File: config.mk
export PLATFORM = sky130hd
export DESIGN_NAME = mon_sat_counter
export DESIGN_NICKNAME = d
export VERILOG_FILES = /design/src/rtl/test_status_monitor_sat_counter.sv
export SDC_FILE = /design/constraint.sdc
export NUM_CORES = 1
export LEC_CHECK = 0
export ABC_AREA = 1
export CAP_MARGIN = 20
export CORE_MARGIN = 2
export CORE_UTILIZATION = 57
export CTS_CLUSTER_SIZE = 8
export DETAILED_ROUTE_END_ITERATION = 10
export PLACE_DENSITY = 0.86
export SETUP_SLACK_MARGIN = 0.02
export SLEW_MARGIN = 15
export SYNTH_ARGS = -nofsm -noshare
export SYNTH_HDL_FRONTEND = slang
export SYNTH_SLANG_ARGS = --single-unit
File: constraint.sdc
create_clock -name clk -period 2.95 [get_ports clk]
set_clock_uncertainty 0.1 [all_clocks]
set_input_delay 0.4425 -clock clk [delete_from_list [all_inputs] [get_ports clk]]
set_output_delay 0.4425 -clock clk [all_outputs]
set_load 0.01 [all_outputs]
File: src/rtl/test_status_monitor_sat_counter.sv
// Saturating up-counter with synchronous clear; sticks at all-ones instead of
// wrapping.
module mon_sat_counter #(
  parameter int W = 32
) (
  input  logic         clk,
  input  logic         rst,
  input  logic         clr,
  input  logic         en,
  output logic [W-1:0] q
);

  logic [W-1:0] q_q, q_d;

  always_comb begin
    q_d = q_q;
    if (clr) begin
      q_d = '0;
    end else if (en && (q_q != {W{1'b1}})) begin
      q_d = q_q + W'(1);
    end
  end

  always_ff @(posedge clk) begin
    if (rst) begin
      q_q <= '0;
    end else begin
      q_q <= q_d;
    end
  end

  assign q = q_q;

endmodule

==> flow_summary_export.csv <==
group,metric,value,unit
status,outcome,"finished, final reports clean",
critical_path,required,3030,ps
routing,vias,2221,
logic_synthesis,ys_types,27,
routing,dr.pass1.iters,5,
critical_path,critPathMaxFanout,26,
logic_synthesis,synth_simple_gate_area_frac,0.527,
placement,port_buffers,35,
logic_synthesis,ys_top_cells_by_area,"dfxtp_1 (31%), nand2_1 (14%), nor2_1 (12%)",
sta,slew_viol_final,0,
final_layout,largest_reg_flops,32,
clocking,cts_resized,0,
final_layout,stdcell_area,2550,um^2
logic_synthesis,synth_edf_count,0,
sta,period_share,0.651,
die,boundaryPins,36,
clocking,clk_latency,300,ps
routing,drc,0,
logic_synthesis,synth_mux_area_frac,0,
logic_synthesis,synth_area,2100,um^2
critical_path,startpoint_type,"register",
die,dieWidth,64.6,um
routing,wirelength,5450,um
sta,fin_setup_tns,0,ps
sta,tightestPinTransition,372,ps
logic_synthesis,yosys.area.top_type,"dfxtp_1",
routing,via_per_inst,5.42,
logic_synthesis,yosysSeqAreaShare,0.306,
sta,rsz0062_at_grt,"no",
logic_synthesis,async_reset_ff_frac,0,
clocking,h-tree-depth,2,
final_layout,layout.nets,367,
grt,grt_pass1_wl,9000,um
logic_synthesis,synth_commonest_cells,"nand2_1 (79), nor2_1 (67), dfxtp_1 (32)",
logic_synthesis,synth_compound_gate_area_share,0.0752,
logic_synthesis,syn_inst,325,
logic_synthesis,synth.most_common_cell,"nand2_1",
logic_synthesis,synth.avg_cell_area,6.45,um^2
logic_synthesis,synth_flop_cell,"dfxtp_1",
hold_path,hp-class,"reg2reg",
power_and_ir_drop,p_per_area,328,nW/um^2
clocking,cts_tree,"built",
die,die_area,4180,um^2
final_layout,area_growth,21.8,%
clocking,postCtsHoldBufs,0,
clocking,postCtsSetupRepairBufs,0,
sta,setup_violations,0,
power_and_ir_drop,power,0.837,mW
placement,hpwl,4130,um
logic_synthesis,synth-seq-cells,32,
power_and_ir_drop,p_leak,0.836,nW
clocking,cts.sinks,32,
grt,grt-ovfl-total,0,
critical_path,critPathKind,"reg2reg",
sta,timing.hold.ws,412,ps
grt,antenna_found_initial,0,
die,die_y,64.6,um
logic_synthesis,synth-adder-area-share,0.00597,
grt,grt_pass1_vias,1914,
logic_synthesis,synth_top_area_share,0.306,
logic_synthesis,synth_nets,330,
critical_path,r2r_start,"q[0]",
critical_path,arrival,2000,ps
placement,place_congestion,0.963,
sta,slew_headroom,0.752,
critical_path,crit_start,"q[0]",
critical_path,crit_path_end_kind,"register",
clocking,cts_buffers,5,
die,core.rowCount,22,
clocking,clk_path_buf_depth,2,
routing,drtIter0Drc,326,
logic_synthesis,ys.warnings.count,0,
clocking,clkTransAtPathRegs,60,ps
clocking,cts-root-buf,"clkbuf_8",
logic_synthesis,synthXorXnorAreaFrac,0.00836,
grt,grt_max_degree,28,
routing,postRouteAntennaNets,0,
logic_synthesis,synth_top_family_by_area,"simple AND/OR/NAND/NOR gates",
final_layout,fillers,297,
final_layout,multi_input_area,1290,um^2
final_layout,seq_area,641,um^2
routing,routedWlPerCell,13.3,um
placement,post-place-ws,727,ps
sta,hold_viol,0,
power_and_ir_drop,vdd_ir_drop_max,0.256,mV
final_layout,stdcell_count,410,
die,core,3610,um^2
final_layout,drive_gt1_frac,0.116,
grt,grt_use_total,0.280,
hold_path,min_from,"q[24]",
final_layout,utilization,0.708,
final_layout,antenna_cells,0,
job,maxCapViolCount,0,
placement,numPlacedInstances,403,
sta,fin_ws,1030,ps
die,initial_core_util,0.581,
sta,post-route-min-period,1920,ps
placement,post_dp_cell_area,2460,um^2
sta,fmaxAchievable,521,MHz
[report_power, final]
group | switching (mW) | internal (mW) | leakage, nW | total, mW
Combinational | 0.0211 | 0.0132 | 0.528 | 0.0343
Sequential | 0.00122 | 0.433 | 0.258 | 0.434
Clock | 0.161 | 0.208 | 0.0503 | 0.369
[final timing paths]
check / to / slack (ps) / cells past startpoint
worst max-delay path: q[29] / 1030 / 8
worst min register to register: q[24] / 410 / 2
worst max register to register: q[29] / 1030 / 8
worst min-delay path: q[24] / 410 / 2
[layer usage]
layer,vias up,part of all wire,GRT usage
li1,1132,-,-
met1,1002,0.47,0.370
met2,76,0.45,0.452
met3,11,0.066,0.0660
met4,0,0.017,0.0904
met5,-,0,0
[worst max-delay path, cell delays in order, from the launching register on]
cell,delay (ps)
dfxtp_1,420
ha_1,240
nand2_2,90
nor2_4,130
nand2_4,80
nor2_4,130
nand3b_4,280
a21oi_1,260
nor2_1,70
[logic make-up after synthesis]
group | after synthesis
buffers and inverters | 32
AND/OR/NAND/NOR | 229
AO/OA/AOI/OAI | 29
adder cells (fa/ha/maj) | 1
XOR/XNOR | 2
flip-flops | 32
[cells in the final DEF, fill, tap and decap left out]
cell type and instances:
nand3b_4 1, or2_2 1, a21oi_2 2, and2_1 2
nor3_1 4, clkbuf_8 7, nand4_1 14, xor2_1 1
nand3_1 31, nor2_4 7, ha_1 1, a21oi_1 21
xnor2_1 1, clkdlybuf4s50_1 35, nand2_1 79, nand3b_1 2
nand2_4 3, inv_1 24, dfxtp_1 32, o21ai_0 2
a31oi_1 4, nor2_2 8, nor2_1 67, nand3_2 4
nand2_2 6, buf_4 3
[cell type report]
cell class              count  area share
clock buffers               7      0.0377
inverters                  24      0.0353
multi-input cells         261       0.506
flip-flops and latches     32       0.251
well taps                  48      0.0235
repair buffers             38       0.146
No activity file was read; power rests on OpenSTA's default activity.
